--- config.mk ---
export PLATFORM = sky130hd
export DESIGN_NAME = crc_tx_sched
export DESIGN_NICKNAME = d
export VERILOG_FILES = /design/src/rtl/crc_tx_sched_pkg.sv /design/src/rtl/crc_tx_sched_rr_arb2.sv /design/src/rtl/crc_tx_sched.sv
export SDC_FILE = /design/constraint.sdc
export NUM_CORES = 1
export LEC_CHECK = 0
export ABC_AREA = 1
export BUFFER_PORTS_ARGS = -buffer_cell sky130_fd_sc_hd__buf_2
export CAP_MARGIN = 20
export CORE_MARGIN = 8
export CORE_UTILIZATION = 41
export DETAILED_ROUTE_END_ITERATION = 12
export PLACE_DENSITY_LB_ADDON = 0.12
export SLEW_MARGIN = 25
export SYNTH_ARGS = -nofsm -noshare
export SYNTH_HDL_FRONTEND = slang
export SYNTH_SLANG_ARGS = --single-unit
--- constraint.sdc ---
create_clock -name clk -period 2.1 [get_ports clk]
set_clock_uncertainty 0.05 [all_clocks]
set_input_delay 0.42 -clock clk [delete_from_list [all_inputs] [get_ports clk]]
set_output_delay 0.42 -clock clk [all_outputs]
set_load 0.01 [all_outputs]
--- src/rtl/crc_tx_sched_pkg.sv ---
`default_nettype none
// ============================================================================
// Module      : crc_tx_sched_pkg
// Description : Shared state encoding and out_c bit positions for the
//               two-requester CRC frame transmit scheduler.
// Revision    : 1.0 - initial release
// ============================================================================
package crc_tx_sched_pkg;

    localparam logic [2:0] c_st_idle    = 3'd0;
    localparam logic [2:0] c_st_load    = 3'd1;
    localparam logic [2:0] c_st_payload = 3'd2;
    localparam logic [2:0] c_st_crc     = 3'd3;
    localparam logic [2:0] c_st_gap     = 3'd4;

    localparam int c_crc_stb    = 11;
    localparam int c_out_l      = 10;
    localparam int c_stb        = 9;
    localparam int c_out_p      = 8;

    localparam int c_crc_cycles = 4;

endpackage
`default_nettype wire

--- src/rtl/crc_tx_sched_rr_arb2.sv ---
`default_nettype none
// ============================================================================
// Module      : rr_arb2
// Description : Two-way round-robin arbiter; on a tie the requester that was
//               not served last wins. Pointer updates when a grant is taken.
// Revision    : 1.0 - initial release
// ============================================================================
module rr_arb2 (
    input  logic       clk,
    input  logic       rst,
    input  logic [1:0] i_req,
    input  logic       i_en,
    output logic [1:0] o_gnt
);

    // 1 = requester 1 was served last, so requester 0 wins the next tie
    logic r_last;

    always_comb begin
        o_gnt = 2'b00;
        case (i_req)
            2'b01:   o_gnt = 2'b01;
            2'b10:   o_gnt = 2'b10;
            2'b11:   o_gnt = r_last ? 2'b01 : 2'b10;
            default: o_gnt = 2'b00;
        endcase
    end

    always_ff @(posedge clk or posedge rst) begin
        if (rst) begin
            r_last <= 1'b1;
        end else if (i_en && (|i_req)) begin
            r_last <= o_gnt[1];
        end
    end

endmodule
`default_nettype wire

--- src/rtl/crc_tx_sched.sv ---
`default_nettype none
// ============================================================================
// Module      : crc_tx_sched
// Description : Arbitrates two frame requesters, streams the padded payload
//               from the granted source RAM, then a 4-cycle CRC window and
//               an interframe gap towards a downstream CRC generator.
// Revision    : 1.0 - initial release
// ============================================================================
module crc_tx_sched
    import crc_tx_sched_pkg::*;
#(
    parameter int GAP    = 12,
    parameter int LW     = 11,
    parameter int MINLEN = 30
) (
    input  logic          clk,
    input  logic          rst,
    input  logic [1:0]    req,
    input  logic [LW-1:0] len0,
    input  logic [LW-1:0] len1,
    output logic [1:0]    grant,
    output logic [LW-1:0] rd_addr,
    input  logic [7:0]    rd_data0,
    input  logic [7:0]    rd_data1,
    output logic [1:0]    done,
    output logic [11:0]   out_c
);

    // IDLE and LOAD each add a silent output cycle before the next frame,
    // so the GAP state itself is two cycles shorter than the visible gap.
    localparam int            c_gap_cyc  = (GAP > 2) ? (GAP - 2) : 1;
    localparam int            c_cw       = $clog2(c_gap_cyc + c_crc_cycles + 1);
    localparam logic [c_cw-1:0] c_gap_last = c_cw'(c_gap_cyc - 1);
    localparam logic [c_cw-1:0] c_crc_last = c_cw'(c_crc_cycles - 1);
    localparam logic [LW-1:0] c_minlen   = LW'(MINLEN);

    logic [2:0]      r_state, w_state_nxt;
    logic [1:0]      r_grant, w_grant_nxt;
    logic [LW-1:0]   r_addr,  w_addr_nxt;
    logic [c_cw-1:0] r_cnt,   w_cnt_nxt;
    logic [LW-1:0]   r_flen,  w_flen_nxt;
    logic [LW-1:0]   r_dlen,  w_dlen_nxt;
    logic            r_stb,   w_stb_nxt;
    logic            r_first, w_first_nxt;
    logic            r_lastb, w_lastb_nxt;
    logic            r_pass,  w_pass_nxt;
    logic            r_crc,   w_crc_nxt;
    logic [1:0]      r_done,  w_done_nxt;

    logic            w_arb_en;
    logic [1:0]      w_arb_gnt;
    logic [LW-1:0]   w_len_sel;
    logic [LW-1:0]   w_len_nz;
    logic [7:0]      w_data;

    rr_arb2 u_arb (
        .clk   (clk),
        .rst   (rst),
        .i_req (req),
        .i_en  (w_arb_en),
        .o_gnt (w_arb_gnt)
    );

    always_comb begin
        w_len_sel = r_grant[1] ? len1 : len0;
        w_len_nz  = (w_len_sel == '0) ? LW'(1) : w_len_sel;
    end

    always_comb begin
        w_state_nxt = r_state;
        w_grant_nxt = r_grant;
        w_addr_nxt  = r_addr;
        w_cnt_nxt   = r_cnt;
        w_flen_nxt  = r_flen;
        w_dlen_nxt  = r_dlen;
        w_arb_en    = 1'b0;
        case (r_state)
            c_st_idle: begin
                w_arb_en = 1'b1;
                if (|req) begin
                    w_grant_nxt = w_arb_gnt;
                    w_state_nxt = c_st_load;
                end
            end
            c_st_load: begin
                w_dlen_nxt  = w_len_nz;
                w_flen_nxt  = (w_len_nz > c_minlen) ? w_len_nz : c_minlen;
                w_addr_nxt  = '0;
                w_state_nxt = c_st_payload;
            end
            c_st_payload: begin
                if (r_addr == r_flen - 1'b1) begin
                    w_addr_nxt  = '0;
                    w_cnt_nxt   = '0;
                    w_state_nxt = c_st_crc;
                end else begin
                    w_addr_nxt = r_addr + 1'b1;
                end
            end
            c_st_crc: begin
                if (r_cnt == c_crc_last) begin
                    w_cnt_nxt   = '0;
                    w_grant_nxt = 2'b00;
                    w_state_nxt = c_st_gap;
                end else begin
                    w_cnt_nxt = r_cnt + 1'b1;
                end
            end
            c_st_gap: begin
                if (r_cnt == c_gap_last) begin
                    w_cnt_nxt   = '0;
                    w_state_nxt = c_st_idle;
                end else begin
                    w_cnt_nxt = r_cnt + 1'b1;
                end
            end
            default: begin
                w_state_nxt = c_st_idle;
                w_grant_nxt = 2'b00;
                w_addr_nxt  = '0;
                w_cnt_nxt   = '0;
            end
        endcase
    end

    // Output flags are computed from the address issued this cycle and
    // registered, so they line up with the RAM data returned next cycle.
    always_comb begin
        w_stb_nxt   = (r_state == c_st_payload);
        w_first_nxt = w_stb_nxt && (r_addr == '0);
        w_lastb_nxt = w_stb_nxt && (r_addr == r_flen - 1'b1);
        w_pass_nxt  = w_stb_nxt && (r_addr < r_dlen);
        w_crc_nxt   = (r_state == c_st_crc);
        w_done_nxt  = (w_crc_nxt && (r_cnt == c_crc_last)) ? r_grant : 2'b00;
    end

    always_ff @(posedge clk or posedge rst) begin
        if (rst) begin
            r_state <= c_st_idle;
            r_grant <= 2'b00;
            r_addr  <= '0;
            r_cnt   <= '0;
            r_flen  <= '0;
            r_dlen  <= '0;
            r_stb   <= 1'b0;
            r_first <= 1'b0;
            r_lastb <= 1'b0;
            r_pass  <= 1'b0;
            r_crc   <= 1'b0;
            r_done  <= 2'b00;
        end else begin
            r_state <= w_state_nxt;
            r_grant <= w_grant_nxt;
            r_addr  <= w_addr_nxt;
            r_cnt   <= w_cnt_nxt;
            r_flen  <= w_flen_nxt;
            r_dlen  <= w_dlen_nxt;
            r_stb   <= w_stb_nxt;
            r_first <= w_first_nxt;
            r_lastb <= w_lastb_nxt;
            r_pass  <= w_pass_nxt;
            r_crc   <= w_crc_nxt;
            r_done  <= w_done_nxt;
        end
    end

    always_comb begin
        w_data = r_pass ? (r_grant[1] ? rd_data1 : rd_data0) : 8'h00;
        out_c             = 12'h000;
        out_c[c_crc_stb]  = r_crc;
        out_c[c_out_l]    = r_lastb;
        out_c[c_stb]      = r_stb;
        out_c[c_out_p]    = r_first;
        out_c[7:0]        = w_data;
    end

    assign grant   = r_grant;
    assign rd_addr = r_addr;
    assign done    = r_done;

endmodule
`default_nettype wire

==> summary.md, run 1 <==
| Metric | Value |
|---|---|
| Outcome | `complete, no violations` |
| Crit path from | `r_flen[0]` |
| Async SR Flop Fraction | `1.00` |
| Antenna violations before repair | `0` |
| Vias in the first global route | `2943` |
| Crit Path Max Fanout | `8` |
| # Post-CTS Setup Buffers | `0` |
| Synth top area share | `0.378` |
| Core Box Area | `7690 um2` |
| Hold Fails Final Rpt | `0` |
| Syn Nets | `520` |
| Crit Reg-Reg Startpoint | `r_flen[0]` |
| Top sig layer | `met4` |
| DP HPWL | `6540 um` |
| Pin count of the biggest net entering global routing | `33` |
| Data required, critical path | `2250 ps` |
| Final Slew Violations | `0` |
| Top post-synthesis cells by area | `dfrtp_1 38%, nand2_1 14%, inv_1 8.0%` |
| Post-route ant nets | `0` |
| Clk_lat worst skew | `310 ps` |
| VDD IR-drop max | `0.000562 V` |
| Most frequent cells in the layout | `121 x nand2_1, 68 x buf_2, 66 x inv_1` |
| Cells along the critical path | `inv_2, ha_4, inv_2, nand2_1, nand2_1, nor2_2, nand3_1, nor2_1, nand2_1, nor2_2, nand3_4, a21oi_4, nor2_1` |
| Mapped Cells | `463` |
| WP data arrival | `2190 ps` |
| CP Capture Type | `register` |
| Die footprint | `11000 um2` |
| Vias/cell | `4.64` |
| Final Util | `0.505` |
| Die X-Extent | `105 um` |
| Setup TNS | `0 ps` |
| CP Launch Type | `register` |
| Most frequent CP cell | `nand2_1` |
| H-tree depth | `2` |
| Final period utilization | `0.972` |
| Synth Flop Type | `dfrtp_1` |
| Post-Route WL | `8090 um` |
| Slowest-stage cell, CP | `dfrtp_1` |
| CTS tree | `done` |
| DR WL met3 | `195 um` |
| Fin worst setup slack | `59.4 ps` |
| Worst-margin pin slew | `439 ps` |
| M1 WL | `3500 um` |
| Setup WS pre-CTS | `19.6 ps` |
| Num Clock Sinks | `50` |
| Pre-Repair DR Iteration Count | `6` |
| Post-synth EDFFs | `0` |
| WL/cell | `12.7 um` |
| Crit path time final | `2040 ps` |
| Worst Path Buf+Inv | `2` |
| Fill cells | `810` |
| Total vias in the final route | `2964` |
| Starting Density | `0.422` |
| Crit path max-delay family | `simple AND/OR/NAND/NOR gates` |
| DRC | `0` |
| Routed wl met2 | `4340 um` |
| CTS buffer count | `5` |
| Clk buf depth | `2` |
| RSZ-0062 raised after global routing | `true` |
| Crit-path max cell delay | `390 ps` |
| Pwr Density | `1190 nW/um2` |
| Final nets | `593` |
| All-Layer GR Usage | `0.148` |
| GRT Residual Overflow | `0` |
| Register area share after synthesis | `0.386` |
| Placer Congestion | `0.824` |
| Hold crit path type | `primary input to async pin` |
| Achievable Freq | `0.490 GHz` |
| Final Setup Violations | `0` |
| Worst-path clk slew | `90 ps` |
| Mapped cell area | `3240 um2` |
| Avg Inst Size Synth | `7.00 um2` |
| Synth cell types | `34` |
| Max-Cap Viols | `0` |
| Floorplan row count | `32` |
| Area grow syn2layout | `19.7%` |
| Commonest non-fill, non-tap cell in the layout | `nand2_1` |
| Iter 0 DRT Violations | `107` |
| Dominant cell type by area after synthesis | `dfrtp_1` |
| I/O pins | `69` |
| First-pass GRT wire length | `13700 um` |
| Worst Path Class, Setup | `register to register` |
| # port buffers | `68` |
| Synth warnings | `0` |
| Relative slew slack | `0.707` |
| Root buffer cell | `clkbuf_8` |
| N_diodes | `0` |
| Leak Pwr | `0.00210 uW` |
| Die Y | `105 um` |
| Seq cells post-synth | `50` |
| Share of layout cells above drive strength 1 | `0.210` |
==> synthesized netlist by cell type, types with 2 or more instances <==
master,instances
nand2_1,125
inv_1,69
nor2_1,66
dfrtp_1,49
o21ai_0,32
nand3_1,28
ha_1,15
xor2_1,10
a21oi_1,9
nor3_1,8
clkbuf_1,5
buf_4,4
nand4_1,4
o22ai_1,4
xnor2_1,4
a22oi_1,3
nand2_2,3
nor2_2,3
a21boi_0,2
buf_2,2
nand3_2,2
nor4_1,2
o211ai_1,2
or2_2,2
==> worst paths after layout <==
| kind | to | slack [ps] | cells past startpoint |
|---|---|---|---|
| min in group clk | u_arb.r_last | 380 | 4 |
| max reg2reg | rd_addr[8] | 60 | 13 |
| max in group asynchronous | u_arb.r_last | 1370 | 3 |
| max | rd_addr[8] | 60 | 13 |
| min | rd_addr[4] | 50 | 2 |
| min reg2reg | u_arb.r_last | 420 | 2 |
==> final cells by class <==
cell class	count	area, um2	share of cell area
flip-flops and latches	50	1250	0.323
repair buffers	77	420	0.108
inverters	70	267	0.0687
multi-input cells	332	1720	0.444
well taps	102	128	0.0329
clock inverters	3	21.3	0.00548
clock buffers	5	68.8	0.0177
==> logic make-up (layout without fill, tap and decap cells) <==
| kind of cell | Yosys count | after routing | synth area share |
|---|---|---|---|
| AOI/OAI and AO/OA | 56 | 56 | 0.0988 |
| xor gates and xnor gates | 14 | 14 | 0.0378 |
| adders and majority gates | 15 | 15 | 0.0579 |
| buffers and inverters | 81 | 155 | 0.0992 |
| DFF | 50 | 50 | 0.386 |
| and+or+nand+nor | 247 | 247 | 0.320 |
==> sequential cells by signal, indices dropped and copies added, names as in the netlist <==
register and flops:
r_cnt 4, r_flen 11, r_pass 1, r_dlen 11, grant 2, r_lastb 1
u_arb.r_last 1, r_stb 1, r_first 1, r_crc 1, r_state 3, rd_addr 11
done 2
==> per-layer routing <==
layer  track usage  up-vias
met5             0        -
met4        0.0296        0
met3        0.0295        6
met2         0.269       21
met1         0.176     1345
li1              -     1592
==> through the flow <==
step           instance area [um2]  total power [uW]  hold WS [ps]  cells
6_report                      3880              4610          52.0    639
5_1_grt                       3880              5110          70.8    639
4_1_cts                       3820              4550          59.8    639
3_5_place_dp                  3730              3970           401    631
3_3_place_gp                  3730              3940           391    631
2_1_floorplan                 3240              3290           390    463
==> power breakdown <==
| group | leakage [uW] | switching, uW | total [uW] | internal (uW) |
|---|---|---|---|---|
| combinational | 0.00142 | 1560 | 2470 | 905 |
| clock | 0.0000441 | 335 | 569 | 235 |
| sequential | 0.000634 | 263 | 1570 | 1310 |
==> timing repair <==
item / 4_1_cts / 5_1_grt
setup endpoints to repair: 0 / 20
hold buffers: 0 / 0
gates resized for setup: 0 / 18
Power figures use the tool's default switching activity.
==> run 2, diff against run 1 <==
--- a/config.mk
+++ b/config.mk
@@ -15,4 +15,5 @@
 export SLEW_MARGIN = 25
 export SYNTH_ARGS = -nofsm -noshare
 export SYNTH_HDL_FRONTEND = slang
+export SYNTH_HIERARCHICAL = 1
 export SYNTH_SLANG_ARGS = --single-unit
==> run 2 against run 1 <==
  * Clock-buffer cell count rose by 2
  * Sequential share of layout area rose by 1.5 points
  * Worst setup slack improved by 120 ps
  * Fmax rose by 6.3%
  * Combinational power fell by 4%
  * Sequential cell count did not move
  * Non-clock buffer count fell by 3
  * Global-route usage rose by 0.76 points
  * Via count fell by 5.6%
==> summary.md, run 2 <==
| Metric | Value |
|---|---|
| VDD IR-drop max | `0.000595 V (+5.7%)` |
| Data required, critical path | `2240 ps (about the same)` |
| P_sw | `2110 uW (-2.5%)` |
| Pin count of the biggest net entering global routing | `25 (-24%)` |
| Post-synth EDFFs | `0 (unchanged)` |
| Die Y | `103 um (-1.6%)` |
| Synth cell types | `29 (-15%)` |
| Commonest non-fill, non-tap cell in the layout | `nand2_1` |
| Clock Power Share | `0.127 (+0.003)` |
| Leak Pwr | `0.00202 uW (-3.5%)` |
| Seq cells post-synth | `50 (unchanged)` |
| Root buffer cell | `clkbuf_8` |
| Starting Density | `0.412 (-0.00934)` |
| Dominant cell type by area after synthesis | `dfrtp_1` |
| Relative slew slack | `0.675 (-0.0319)` |
| Top-count cell post-synth | `nand2_1` |
| Achievable Freq | `0.521 GHz (+6.3%)` |
| Clk_lat worst skew | `310 ps (about the same)` |
| Worst Setup EP | `r_cnt[0]` |
| R2R setup slack | `180 ps (+120 ps)` |
| I/O pins | `69 (unchanged)` |
| Synth top area share | `0.393 (+0.0147)` |
| Num Clock Sinks | `50 (unchanged)` |
| Total vias in the final route | `2797 (-5.6%)` |
| Crit Reg-Reg Startpoint | `r_flen[3]` |
| Final Setup Violations | `0 (unchanged)` |
| Worst-margin pin slew | `487 ps (+47.8 ps)` |
| Reg2reg path depth | `10 (-3)` |
| Synth warnings | `6 (+6)` |
| Pwr Density | `1240 nW/um2 (+4.2%)` |
| # hold bufs at CTS | `0 (unchanged)` |
| Fin worst setup slack | `181 ps (+122 ps)` |
| Vias/cell | `4.69 (+1.2%)` |
| Switch share | `0.459 (-0.0104)` |
| Pre-Repair DR Iteration Count | `4 (-2)` |
| Power Total | `4590 uW (-0.35%)` |
| Async SR Flop Fraction | `1.00 (unchanged)` |
| CP Launch Type | `register` |
| CTS buffer count | `5 (unchanged)` |
| Floorplan row count | `32 (unchanged)` |
| N_diodes | `0 (unchanged)` |
| Int Power | `2490 uW (+1.6%)` |
| Hold crit path type | `primary input to async pin` |
| DP HPWL | `6110 um (-6.6%)` |
| Crit path time final | `1920 ps (-122 ps)` |
| Worst-path clk slew | `90 ps (about the same)` |
| Synth top cells by count | `95 x nand2_1, 65 x inv_1, 56 x nor2_1` |
| Share of layout cells above drive strength 1 | `0.213 (+0.00212)` |
| Setup WS pre-CTS | `90.3 ps (+70.7 ps)` |
| Most frequent cells in the layout | `95 x nand2_1, 68 x buf_2, 63 x inv_1` |
| All-Layer GR Usage | `0.156 (+0.00758)` |
| Avg Inst Size Synth | `7.39 um2 (+5.6%)` |
| Post-Route WL | `7710 um (-4.7%)` |
| Clk buf depth | `2 (unchanged)` |
| DRC | `0 (unchanged)` |
| Combinational power share | `0.518 (-0.017)` |
| Layout Cells excl Fill | `596 (-6.7%)` |
| Final Slew Violations | `0 (unchanged)` |
| WP data arrival | `2060 ps (-130 ps)` |
| CP Capture Type | `register` |
| Crit path from | `r_flen[3]` |
| Final Util | `0.490 (-0.0145)` |
| Outcome | `complete, no violations` |
| Max-Cap Viols | `0 (unchanged)` |
| Crit Path Max Fanout | `5 (-3)` |
| # port buffers | `68 (unchanged)` |
| Hold Fails Final Rpt | `0 (unchanged)` |
| First-pass GRT wire length | `12900 um (-5.8%)` |
| Placed cell count | `586 (-7.1%)` |
| Antenna violations before repair | `0 (unchanged)` |
| Final period utilization | `0.914 (-0.0579)` |
| GRT Residual Overflow | `0 (unchanged)` |
| WHS | `68.7 ps (+16.7 ps)` |
| Synth Flop Type | `dfrtp_1` |
| Mapped cell area | `3120 um2 (-3.7%)` |
| WL/cell | `12.9 um (+2.2%)` |
| Worst Path Class, Setup | `register to register` |
| H-tree depth | `2 (unchanged)` |
| Register area share after synthesis | `0.401 (+0.0150)` |
| Fill cells | `747 (-7.8%)` |
| Top post-synthesis cells by area | `dfrtp_1 39%, nand2_1 11%, inv_1 7.8%` |
| Seq pwr share | `0.355 (+0.014)` |
| Area grow syn2layout | `18.9%` |
| Final nets | `550 (-7.3%)` |
| Die X-Extent | `103 um (-1.6%)` |
| Core Box Area | `7570 um2 (-1.6%)` |
| Post-route ant nets | `0 (unchanged)` |
| Iter 0 DRT Violations | `88 (-18%)` |
| CTS tree | `done` |
| Syn Nets | `479 (-7.9%)` |
| Mapped Cells | `422 (-8.9%)` |
| Reg-to-Reg End | `r_cnt[0]` |
| Die footprint | `10700 um2 (-3.2%)` |
| Vias in the first global route | `2767 (-6.0%)` |
| Placer Congestion | `0.862 (+4.6%)` |
run 2: what timing repair did:
item                       in CTS  in global routing
gates resized for setup         0                  8
setup buffers                   0                  1
setup endpoints to repair       0                 18
run 2: logic make-up (layout without fill, tap and decap cells):
group                    after synthesis  count (layout)  synth area share
buffers and inverters                 77             148            0.0982
adder cells (fa/ha/maj)               15              15            0.0601
AO/OA/AOI/OAI                         47              48            0.0830
XOR/XNOR                              21              21            0.0634
flip-flops                            50              50             0.401
AND/OR/NAND/NOR                      212             212             0.294
run 2: through the flow:
stage / TNS, ps / instance area, um2
floorplan: 0 / 3120
global placement: 0 / 3570
detailed placement: 0 / 3570
CTS: 0 / 3660
global route: -44.7 / 3710
finish: 0 / 3710
run 2: how the worst min path moves through the flow:
stage	from	endpoint
2_1_floorplan	rst	u_arb/r_last
3_3_place_gp	rst	u_arb/r_last
3_5_place_dp	rst	u_arb/r_last
4_1_cts	rst	u_arb/r_last
5_1_grt	rst	u_arb/r_last
6_report	rst	u_arb/r_last
run 2: cell type report:
class | count | area, um2 | share of cell area
tap | 102 | 128 | 0.0344
timing repair buffer | 74 | 385 | 0.104
clock buffer | 7 | 86.3 | 0.0233
clock inverter | 1 | 5.00 | 0.00135
sequential | 50 | 1250 | 0.338
multi-input combinational | 296 | 1610 | 0.433
inverter | 66 | 248 | 0.0668
run 2: worst max-delay path, cell delays in order (launching register included):
cell,delay (ps)
dfrtp_1,450
nor2_2,190
nand2_1,80
nor2_2,160
xnor3_1,230
nor2_1,200
nand2_4,130
nand2_4,120
nand2_2,80
nand2_1,60
nand2_1,50
run 2: power groups by stage:
stage	Clock (uW)	Combinational (uW)	Sequential (uW)
global route	639	2750	1690
finish	582	2380	1630
global placement	0	2270	1650
detailed placement	0	2300	1650
CTS	611	2300	1630
floorplan	0	1730	1590
run 2: per-layer routing:
metal  GRT usage  share of wire
met5           0              0
met2       0.284           0.52
met3      0.0261          0.038
met1       0.180           0.43
met4      0.0501          0.014
